`src/rtl/gate_bist_pkg.sv`:
```
`default_nettype none
// ============================================================================
//  Module   : gate_bist_pkg
//  Purpose  : Shared types and truth-table constants for the gate BIST engine.
//  Revision : 1.0  initial release
// ============================================================================
package gate_bist_pkg;

   typedef enum logic [2:0] {
      IDLE   = 3'd0,
      APPLY  = 3'd1,
      SETTLE = 3'd2,
      CHECK  = 3'd3,
      DONE   = 3'd4
   } state_t;

   localparam int VEC_W = 2;

   // Bit index of each table is the applied vector {a,b}
   localparam logic [3:0] TT_NAND = 4'b0111;
   localparam logic [3:0] TT_AND  = 4'b1000;
   localparam logic [3:0] TT_OR   = 4'b1110;
   localparam logic [3:0] TT_XOR  = 4'b0110;

endpackage
`default_nettype wire

```
`src/rtl/gate_bist_settle_timer.sv`:
```
`default_nettype none
// ============================================================================
//  Module   : gate_bist_settle_timer
//  Purpose  : Load/count-down timer with a zero flag for the settle interval.
//  Revision : 1.0  initial release
// ============================================================================
module gate_bist_settle_timer #(
   parameter int SETTLE_CYCLES = 2
) (
   input  logic clk,
   input  logic rst,
   input  logic load,
   input  logic dec,
   output logic zero
);

   localparam int CNT_W = (SETTLE_CYCLES > 0) ? $clog2(SETTLE_CYCLES + 1) : 1;
   // Loading N-1 lets the zero flag mark the last of N settle cycles
   localparam logic [CNT_W-1:0] LOAD_VAL = CNT_W'((SETTLE_CYCLES > 0) ? SETTLE_CYCLES - 1 : 0);

   logic [CNT_W-1:0] count;

   always_ff @(posedge clk) begin
      if (rst) begin
         count <= '0;
      end else if (load) begin
         count <= LOAD_VAL;
      end else if (dec && (count != '0)) begin
         count <= count - CNT_W'(1);
      end
   end

   assign zero = (count == '0);

endmodule
`default_nettype wire

```
`src/rtl/gate_bist.sv`:
```
`default_nettype none
// ============================================================================
//  Module   : gate_bist
//  Purpose  : Self-test engine that walks all four vectors of a 2-input gate.
//  Revision : 1.0  initial release
// ============================================================================
module gate_bist
   import gate_bist_pkg::*;
#(
   parameter int         SETTLE_CYCLES = 2,
   parameter logic [3:0] EXPECTED_TT   = TT_NAND
) (
   input  logic       clk,
   input  logic       rst,
   input  logic       start,
   output logic       dut_a,
   output logic       dut_b,
   input  logic       dut_y,
   output logic       busy,
   output logic       done,
   output logic       pass,
   output logic [2:0] err_count,
   output logic       fail_valid,
   output logic [1:0] fail_vec
);

   localparam logic [VEC_W-1:0] VEC_LAST = '1;

   state_t           state;
   state_t           state_nxt;
   logic [VEC_W-1:0] vec;
   logic             timer_load;
   logic             timer_dec;
   logic             timer_zero;
   logic             mismatch;
   logic [2:0]       err_next;

   gate_bist_settle_timer #(
      .SETTLE_CYCLES (SETTLE_CYCLES)
   ) u_timer (
      .clk  (clk),
      .rst  (rst),
      .load (timer_load),
      .dec  (timer_dec),
      .zero (timer_zero)
   );

   // Case inequality makes an unknown gate output count as a failure
   assign mismatch = (dut_y !== EXPECTED_TT[vec]);
   assign err_next = err_count + 3'(mismatch);

   always_ff @(posedge clk) begin
      if (rst) begin
         state <= IDLE;
      end else begin
         state <= state_nxt;
      end
   end

   always_comb begin
      state_nxt  = state;
      timer_load = 1'b0;
      timer_dec  = 1'b0;
      case (state)
         IDLE: begin
            if (start) begin
               state_nxt = APPLY;
            end
         end
         APPLY: begin
            timer_load = 1'b1;
            state_nxt  = (SETTLE_CYCLES == 0) ? CHECK : SETTLE;
         end
         SETTLE: begin
            if (timer_zero) begin
               state_nxt = CHECK;
            end else begin
               timer_dec = 1'b1;
            end
         end
         CHECK: begin
            state_nxt = (vec == VEC_LAST) ? DONE : APPLY;
         end
         DONE: begin
            state_nxt = IDLE;
         end
         default: begin
            state_nxt = IDLE;
         end
      endcase
   end

   always_ff @(posedge clk) begin
      if (rst) begin
         vec        <= '0;
         dut_a      <= 1'b0;
         dut_b      <= 1'b0;
         err_count  <= 3'd0;
         fail_valid <= 1'b0;
         fail_vec   <= 2'd0;
         pass       <= 1'b0;
      end else begin
         case (state)
            IDLE: begin
               if (start) begin
                  vec        <= '0;
                  err_count  <= 3'd0;
                  fail_valid <= 1'b0;
                  fail_vec   <= 2'd0;
                  pass       <= 1'b0;
               end
            end
            APPLY: begin
               {dut_a, dut_b} <= vec;
            end
            CHECK: begin
               err_count <= err_next;
               if (mismatch && !fail_valid) begin
                  fail_valid <= 1'b1;
                  fail_vec   <= vec;
               end
               // Verdict is registered here so it is already valid while done is high
               if (vec == VEC_LAST) begin
                  pass <= (err_next == 3'd0);
               end else begin
                  vec <= vec + VEC_W'(1);
               end
            end
            default: begin
            end
         endcase
      end
   end

   assign busy = (state == APPLY) || (state == SETTLE) || (state == CHECK);
   assign done = (state == DONE);

`ifndef SYNTHESIS
   always_ff @(posedge clk) begin
      if (!rst && (state == CHECK)) begin
         assert (!$isunknown(dut_y));
      end
   end
`endif

endmodule
`default_nettype wire

```
`config.mk`:
```
export PLATFORM = sky130hd
export DESIGN_NAME = gate_bist
export DESIGN_NICKNAME = d
export VERILOG_FILES = /design/src/rtl/gate_bist_pkg.sv /design/src/rtl/gate_bist_settle_timer.sv /design/src/rtl/gate_bist.sv
export SDC_FILE = /design/constraint.sdc
export NUM_CORES = 1
export LEC_CHECK = 0
export BUFFER_PORTS_ARGS = -buffer_cell sky130_fd_sc_hd__buf_4
export CAP_MARGIN = 40
export CORE_ASPECT_RATIO = 0.5
export CORE_MARGIN = 4
export CORE_UTILIZATION = 30
export DETAILED_ROUTE_END_ITERATION = 12
export GPL_TIMING_DRIVEN = 1
export PLACE_DENSITY = 0.49
export SLEW_MARGIN = 20
export SYNTH_ARGS = -nofsm -noshare
export SYNTH_HDL_FRONTEND = slang
export SYNTH_SLANG_ARGS = --single-unit
```
`constraint.sdc`:
```
create_clock -name clk -period 6.1 [get_ports clk]
set_input_delay 1.525 -clock clk [delete_from_list [all_inputs] [get_ports clk]]
set_output_delay 1.525 -clock clk [all_outputs]
set_load 0.01 [all_outputs]
```
# Word-level counts from Yosys, hierarchy flattened
# Cells that the tools add are included.
[totals]
in_bits = 4
word_cells = 65
register_bits = 16
[op_classes]
eq_ne = 11
n_reduce_logical = 17
n_mux = 23
n_addsub = 3
n_lt_le_gt_ge = 1
[op_table]
columns = ["op", "count"]
rows = [
  ["3-bit two-way mux", 4],
  ["3-bit case mux with 4 select lines", 1],
  ["2-bit inequality test (second input constant)", 5],
  ["1-bit two-way mux", 9],
  ["3-bit AND reduction", 3],
  ["2-bit case mux with 2 select lines", 2],
  ["3-bit by 2-bit == test with 1-bit output (second input constant)", 2],
  ["3-bit logical NOT", 2],
  ["2-bit two-way mux", 3],
  ["3-bit case mux with 2 select lines", 1],
  ["2-bit nonzero test", 3],
  ["1-bit case mux with 2 select lines", 2],
  ["2-bit AND reduction", 2],
  ["3-bit by 1-bit adder with 3-bit output", 1],
  ["3-bit by 1-bit == test with 1-bit output (second input constant)", 1],
  ["3-bit == test (second input constant)", 1],
  ["2-bit by 3-bit less-than comparator with 1-bit output (second input constant)", 1],
  ["2-bit by 1-bit adder with 2-bit output (second input constant)", 1],
  ["1-bit binary-select mux with 2-bit select", 1],
  ["2-bit == test (second input constant)", 1],
  ["1-bit logical AND", 2],
  ["2-bit logical NOT", 1],
  ["1-bit logical OR", 2],
  ["2-bit OR reduction", 1],
  ["other kinds (3)", 3],
]

# Logic depth before layout (Yosys ltp)
# Gate-level depths: netlist of run 1.
[depth]
ltp_word = 7
ltp_mapped = 7
depth_no_buf = 7

# Hierarchy
# From an unflattened synthesis of run 1, not the netlist that was laid out.
[unflattened]
cells_unflattened = 91
hier_area_um2 = 897.1
[modules_own_cells]
columns = ["mod", "cells_each", "seq_area_each_um2", "instances", "area_each_um2"]
rows = [
  ["gate_bist", 80, 280.3, 1, 773.2],
  ["gate_bist_settle_timer", 11, 40.0, 1, 123.9],
]

# Worst setup path after synthesis of run 1
# OpenSTA, ideal clock, no wires.
[synth_timing]
path_kind = "input to register"
start = "in dut_y"
end = "reg pass"
t_required_ns = 6.029
t_arrival_ns = 2.725
setup_slack_ns = 3.304
path_stages = 5
path_cell_list = "xnor2_1 > ha_1 > ha_1 > or4_1 > a21oi_1"
[synth_between]
elab_chain_cells = 5
[synth_rtl]
columns = ["item", "line_no", "source"]
rows = [
  ["from (decl)", "gate_bist.sv:18", "input logic dut_y,"],
  ["1-bit case inequality test", "gate_bist.sv:49", "assign mismatch = (dut_y !== EXPECTED_TT[vec]);"],
  ["3-bit by 1-bit adder with 3-bit output", "gate_bist.sv:50", "assign err_next = err_count + 3'(mismatch);"],
  ["3-bit logical NOT", "gate_bist.sv:124", "pass <= (err_next == 3'd0);"],
  ["1-bit two-way mux", "gate_bist.sv:123", "if (vec == VEC_LAST) begin"],
  ["1-bit case mux with 2 select lines", "gate_bist.sv:103", "case (state)"],
  ["to (signal assigned)", "gate_bist.sv:124", ""],
  ["to (decl)", "gate_bist.sv:21", "output logic pass,"],
]
# No other way between the ends. The select of a mux whose other input is x is not followed.
# A chain may end at the register's enable or synchronous reset.

# Worst setup path after layout of run 1
[layout_timing]
start = "reg state[2]"
end = "out done"
[layout_between]
elab_chain_cells = 1
[layout_rtl]
columns = ["item", "line_no", "source"]
rows = [
  ["from (decl)", "gate_bist.sv:29", "state_t state;"],
  ["from (signal assigned)", "gate_bist.sv:56", "state <= state_nxt;"],
  ["3-bit == test", "gate_bist.sv:136", "assign done = (state == DONE);"],
  ["to (decl)", "gate_bist.sv:20", "output logic done,"],
]
# No other way between the ends.

==> flow_metrics.py, run 1 <==
metrics = {
    "floorplan": {
        "placementRows": 13,
        "die_w_um": 83.5,
        "die_h_um": 45.7,
        "coreArea_mm2": 0.00265,
        "start_util_pct": 32.2,
        "ioPinCount": 15,
        "die_area_mm2": 0.00382,
    },
    "sta": {
        "holdWs_ps": 465,
        "fmax_mhz": 351,
        "timing.final.hold_violations": 0,
        "worst_slew_pin_slew_ps": 572,
        "rsz0062_at_grt": "false",
        "finalCriticalPeriod_ps": 2850,
        "maxSlewViolCount": 0,
        "postLayoutSetupSlackWorst_ps": 3250,
        "post-route-period-util_pct": 46.7,
        "fin_setup_tns_ps": 0,
        "fin_skew_ps": 0.643,
        "slew_headroom_pct": 61.8,
        "finalSetupViolations": 0,
    },
    "worst_hold_path": {
        "hold_end": "fail_vec[0]",
        "whs_path_depth": 2,
        "hold_start": "fail_vec[0]",
        "hp-class": "reg -> reg",
    },
    "placement": {
        "dp_hpwl_um": 1190,
        "pre_cts_ws_ps": 3100,
        "placed_area_um2": 970,
        "io_buffers": 14,
        "gp_congestion": 0.741,
    },
    "grt": {
        "track_usage_pct": 9.21,
        "grt_max_degree": 15,
        "grt_overflow": 0,
        "first_global_vias": 592,
        "grt_pass1_wl_um": 2750,
        "antenna_found_initial": 0,
    },
    "route": {
        "num_vias": 648,
        "ant_nets": 0,
        "wl_per_cell_um": 12.1,
        "drc": 0,
        "routed_via_density": 4.63,
        "drt_pass1_iterations": 4,
        "drtIter0Drc": 22,
        "wl_um": 1700,
    },
    "final_layout": {
        "final_layout_size_suffix_gt1_share_pct": 24.3,
        "n_antenna_cell": 0,
        "post-route-util_pct": 38.1,
        "final_cell_area_mm2": 0.00101,
        "mostFrequentLayoutCells": "dfxtp_1, buf_4, inv_1",
        "nNetsFinal": 113,
        "area_growth_pct": 18.3,
        "final_common_cell": "dfxtp_1",
    },
    "setup_path": {
        "critPathSlowestCell": "dfxtp_1",
        "end_kind": "output pin",
        "timing.rr.end": "pass",
        "path_cells": "inv_1, nor3_1, buf_4",
        "path_class": "reg -> out",
        "crit_fanout": 11,
        "ff2ff_setup_slack_ps": 3980,
        "timing.rr.start": "vec[0]",
        "cp.arrival_ps": 1330,
        "cp.required_ps": 4580,
        "cpPeakStageDelay_ps": 610,
        "ff2ff_path_depth": 6,
        "worst_setup_path_start_kind": "flip-flop",
    },
    "clock_tree": {
        "hold_buffers": 0,
        "clock_latency_ps": 250,
        "clock_sinks": 16,
        "htreeDepth": 1,
        "cts.clk_slew.worst_paths_ps": 70,
        "cts_resized": 0,
        "clk_path_buf_depth": 2,
        "post_cts_buffers": 0,
        "cts_tree": "done",
        "numCtsBuffers": 3,
        "cts_root_buf": "clkbuf_8",
    },
    "yosys": {
        "ys_ff_latch": 16,
        "yosysSeqAreaShare_pct": 37.5,
        "yosysWarnings": 0,
        "syn_nets": 99,
        "synth.cell_area_um2": 855,
        "synth_cells": 91,
        "synth.avg_cell_area_um2": 9.39,
        "ys_types": 34,
    },
    "pwr": {
        "power.density_mw_per_mm2": 248,
        "p_leak_uw": 0.000415,
        "vdd.ir_drop.worst_mv": 0.109,
    },
    "status": {
        "status": "completed",
    },
    "job": {
        "maxCapViolCount": 0,
    },
}
worst max path at each step:
stage,from,to,slack [ps],cells after the start
after floorplan,dut_y,pass,3300,5
after global placement,dut_y,pass,3120,6
after detailed placement,dut_y,pass,3100,6
after CTS,state[2],done,3240,3
after global routing,state[2],done,3170,3
final,state[2],done,3250,3
cell usage after synthesis:
master     number  share of area [%]
a211oi_1        1               0.88
xor2_1          1                1.0
nand2b_1        1               0.73
a21oi_1         6                3.5
nand4b_4        1                2.8
a21oi_2         1                1.0
a311oi_1        2                2.1
inv_1           7                3.1
o311ai_0        1                1.0
or2_2           1               0.73
nor2_1          6                2.6
ha_1            4                5.9
or3b_2          1                1.0
nor4b_4         1                2.8
nand3b_1        1               0.88
nor3b_2         1                1.5
buf_2           2                1.2
or4_1           1               0.88
mux2i_1         4                4.7
and3b_1         1                1.0
nor3_1          4                2.3
xnor2_1         2                2.1
nor4b_2         1                1.8
nand2_1         6                2.6
dfxtp_1        16                 37
a2111oi_2       1                1.8
nor2b_1         3                2.2
a31oi_1         1               0.73
nand4_1         1               0.73
nand3_1         4                2.3
o21ai_0         4                2.3
nand4bb_1       1                1.3
clkbuf_1        1               0.44
buf_6           2                2.6
worst max-delay path, delay by kind of cell (launching register included):
family,cells,cell delay (ps)
buffers and inverters,2,260
DFF,1,610
and+or+nand+nor,1,210
logic make-up after synthesis:
| family | synth area share (%) |
|---|---|
| AND/OR/NAND/NOR | 28.3 |
| buffers and inverters | 7.32 |
| flip-flops | 37.5 |
| AO/OA/AOI/OAI | 13.3 |
| XOR/XNOR | 3.08 |
| multiplexers | 4.69 |
| adder cells (fa/ha/maj) | 5.86 |
final cells by class:
type                    count  area (um2)
repair buffers             14         105
inverters                   7        26.3
fillers                   273        1640
well taps                  37        46.3
multi-input cells          63         472
clock buffers               3        41.3
flip-flops and latches     16         320
registers in the layout, summed over array words and instances (netlist names):
register / cells
err_count: 3
dut_a: 1
vec: 2
state: 3
fail_valid: 1
fail_vec: 2
dut_b: 1
pass: 1
u_timer.count: 2
per-stage QoR:
| step | std cells | total power, uW |
|---|---|---|
| floorplan | 91 | 162 |
| global placement | 137 | 171 |
| detailed placement | 137 | 172 |
| CTS | 140 | 253 |
| global route | 140 | 263 |
| finish | 140 | 251 |
layer usage:
layer | global-route usage [%] | vias up | share of wire, %
li1 | - | 350 | -
met1 | 13.7 | 286 | 58
met2 | 12.4 | 10 | 37
met3 | 3.43 | 2 | 3.4
met4 | 1.92 | 0 | 1.1
met5 | 0 | - | 0
where the power goes:
| part | total [uW] | leakage, uW | switching (uW) | internal [uW] |
|---|---|---|---|---|
| sequential | 122 | 0.000130 | 12.9 | 110 |
| clock | 81.4 | 0.0000216 | 37.6 | 43.8 |
| combinational | 47.1 | 0.000264 | 23.0 | 24.1 |
| total | 251 | 0.000415 | 73.4 | 177 |
No activity file was read; power rests on OpenSTA's default activity.
==> inputs of run 2 (changes only) <==
--- a/config.mk
+++ b/config.mk
@@ -12,7 +12,7 @@
 export CORE_UTILIZATION = 30
 export DETAILED_ROUTE_END_ITERATION = 12
 export GPL_TIMING_DRIVEN = 1
-export PLACE_DENSITY = 0.49
+export PLACE_DENSITY = 0.51
 export SLEW_MARGIN = 20
 export SYNTH_ARGS = -nofsm -noshare
 export SYNTH_HDL_FRONTEND = slang
==> constraint.sdc (replaced) <==
create_clock -name clk -period 2.5 [get_ports clk]
set_input_delay 0.625 -clock clk [delete_from_list [all_inputs] [get_ports clk]]
set_output_delay 0.625 -clock clk [all_outputs]
set_load 0.01 [all_outputs]
==> flow_metrics.py, run 2 (same netlist as run 1, synthesis figures left out) <==
metrics = {
    "pwr": {
        "p_sw_uw": 180,
        "p_clk_share_pct": 36.0,
        "p_leak_uw": 0.000428,
        "power.density_mw_per_mm2": 626,
        "p_seq_share_pct": 46.2,
        "vdd.ir_drop.worst_mv": 0.219,
        "netSwitchingFraction_pct": 27.9,
        "p_int_uw": 466,
        "p_comb_share_pct": 17.9,
    },
    "setup_path": {
        "cp.required_ps": 2690,
        "critPathSlowestCell": "or4_1",
        "ff2ff_setup_slack_ps": 510,
        "worstSetupEndpoint": "pass",
        "worst_setup_path_start_kind": "flip-flop",
        "crit_path_start": "vec[0]",
        "path_cells": "ha_1, xnor2_1, ha_1, ha_1, or4_1, a21oi_1",
        "crit_fanout": 5,
        "cpPeakStageDelay_ps": 500,
        "cpMostUsedCell": "ha_1",
        "ff2ff_path_depth": 6,
        "end_kind": "flip-flop",
        "timing.rr.end": "pass",
        "cp.arrival_ps": 2180,
        "path_class": "reg -> reg",
        "timing.rr.start": "vec[0]",
    },
    "final_layout": {
        "final_layout_size_suffix_gt1_share_pct": 25.7,
        "nNetsFinal": 114,
        "reg_top3": "err_count x3, state x3",
        "mostFrequentLayoutCells": "dfxtp_1, buf_4, inv_1",
        "final_cells": 142,
        "post-route-util_pct": 38.9,
        "area_growth_pct": 20.8,
        "n_antenna_cell": 0,
        "final_common_cell": "dfxtp_1",
    },
    "placement": {
        "io_buffers": 14,
        "dp_hpwl_um": 1210,
        "placed_cells": 138,
        "gp_congestion": 0.706,
    },
    "clock_tree": {
        "numCtsBuffers": 3,
        "clock_latency_ps": 250,
        "htreeDepth": 1,
        "cts_tree": "done",
        "hold_buffers": 0,
        "clk_path_buf_depth": 2,
        "cts_resized": 0,
        "clock_sinks": 16,
        "cts_root_buf": "clkbuf_8",
        "post_cts_buffers": 0,
        "cts.clk_slew.worst_paths_ps": 70,
    },
    "floorplan": {
        "ioPinCount": 15,
        "placementRows": 13,
        "start_util_pct": 32.2,
        "coreArea_mm2": 0.00265,
        "die_h_um": 45.7,
        "die_area_mm2": 0.00382,
        "die_w_um": 83.5,
    },
    "route": {
        "drtIter0Drc": 29,
        "wl_per_cell_um": 12.0,
        "num_vias": 649,
        "drc": 0,
        "routed_via_density": 4.57,
        "drt_pass1_iterations": 4,
        "ant_nets": 0,
        "wl_um": 1710,
    },
    "sta": {
        "rsz0062_at_grt": "false",
        "worst_slew_pin_slew_ps": 558,
        "fin_setup_tns_ps": 0,
        "fmax_mhz": 502,
        "timing.final.hold_violations": 0,
        "fin_skew_ps": 1.41,
        "slew_headroom_pct": 62.8,
        "finalCriticalPeriod_ps": 1990,
        "post-route-period-util_pct": 79.6,
        "finalSetupViolations": 0,
        "maxSlewViolCount": 0,
        "holdWs_ps": 469,
    },
    "worst_hold_path": {
        "hp-class": "reg -> reg",
    },
    "job": {
        "maxCapViolCount": 0,
    },
    "grt": {
        "grt_overflow": 0,
        "track_usage_pct": 10.1,
        "first_global_vias": 605,
        "grt_pass1_wl_um": 2990,
        "grt_max_degree": 15,
        "antenna_found_initial": 0,
    },
    "status": {
        "status": "completed",
    },
}
[run 2: changes by cell type in the layout (fill, tap and decap cells not counted)]
cell / change
buf_4: +1
clkbuf_8: +1
[run 2: metal layers]
| layer | up-vias | part of all wire (%) | global-route usage, % |
|---|---|---|---|
| li1 | 349 | - | - |
| met1 | 286 | 57 | 13.5 |
| met3 | 2 | 4.0 | 3.97 |
| met2 | 12 | 38 | 15.1 |
| met4 | 0 | 0.65 | 2.88 |
| met5 | - | 0 | 0 |
[run 2: power groups by stage]
stage | clock (uW) | sequential (uW) | combinational (uW)
floorplan | 0 | 286 | 110
global placement | 0 | 303 | 114
detailed placement | 0 | 304 | 116
CTS | 242 | 298 | 117
global route | 255 | 303 | 130
finish | 232 | 298 | 116
[run 2: area by class of cell]
cell class,instances,area [um2]
Inverter,7,26.3
Sequential cell,16,320
Fill cell,276,1620
Clock buffer,4,55.1
Tap cell,37,46.3
Timing Repair Buffer,15,113
Multi-Input combinational cell,63,472
[run 2: worst min-delay path by stage]
stage / start / endpoint / cells after the start
after floorplan: fail_vec[1] / fail_vec[1] / 2
after global placement: fail_vec[1] / fail_vec[1] / 2
after detailed placement: fail_vec[0] / fail_vec[0] / 2
after CTS: fail_vec[0] / fail_vec[0] / 2
after global routing: err_count[1] / err_count[1] / 2
final: fail_vec[0] / fail_vec[0] / 2
[run 2: worst max-delay path, delay by kind of cell (launching register included)]
kind / cells / cell delay [ps]
AOI/OAI and AO/OA: 1 / 120
xor gates and xnor gates: 1 / 270
adders and majority gates: 3 / 670
DFF: 1 / 360
and+or+nand+nor: 1 / 500
[run 2: metrics by stage]
stage               instance area [um2]  total power, uW  setup slack (ps)
detailed placement                  977              420               407
global route                       1030              688               370
finish                             1030              646               510
global placement                    977              418               424
CTS                                1030              656               525
floorplan                           855              395               583
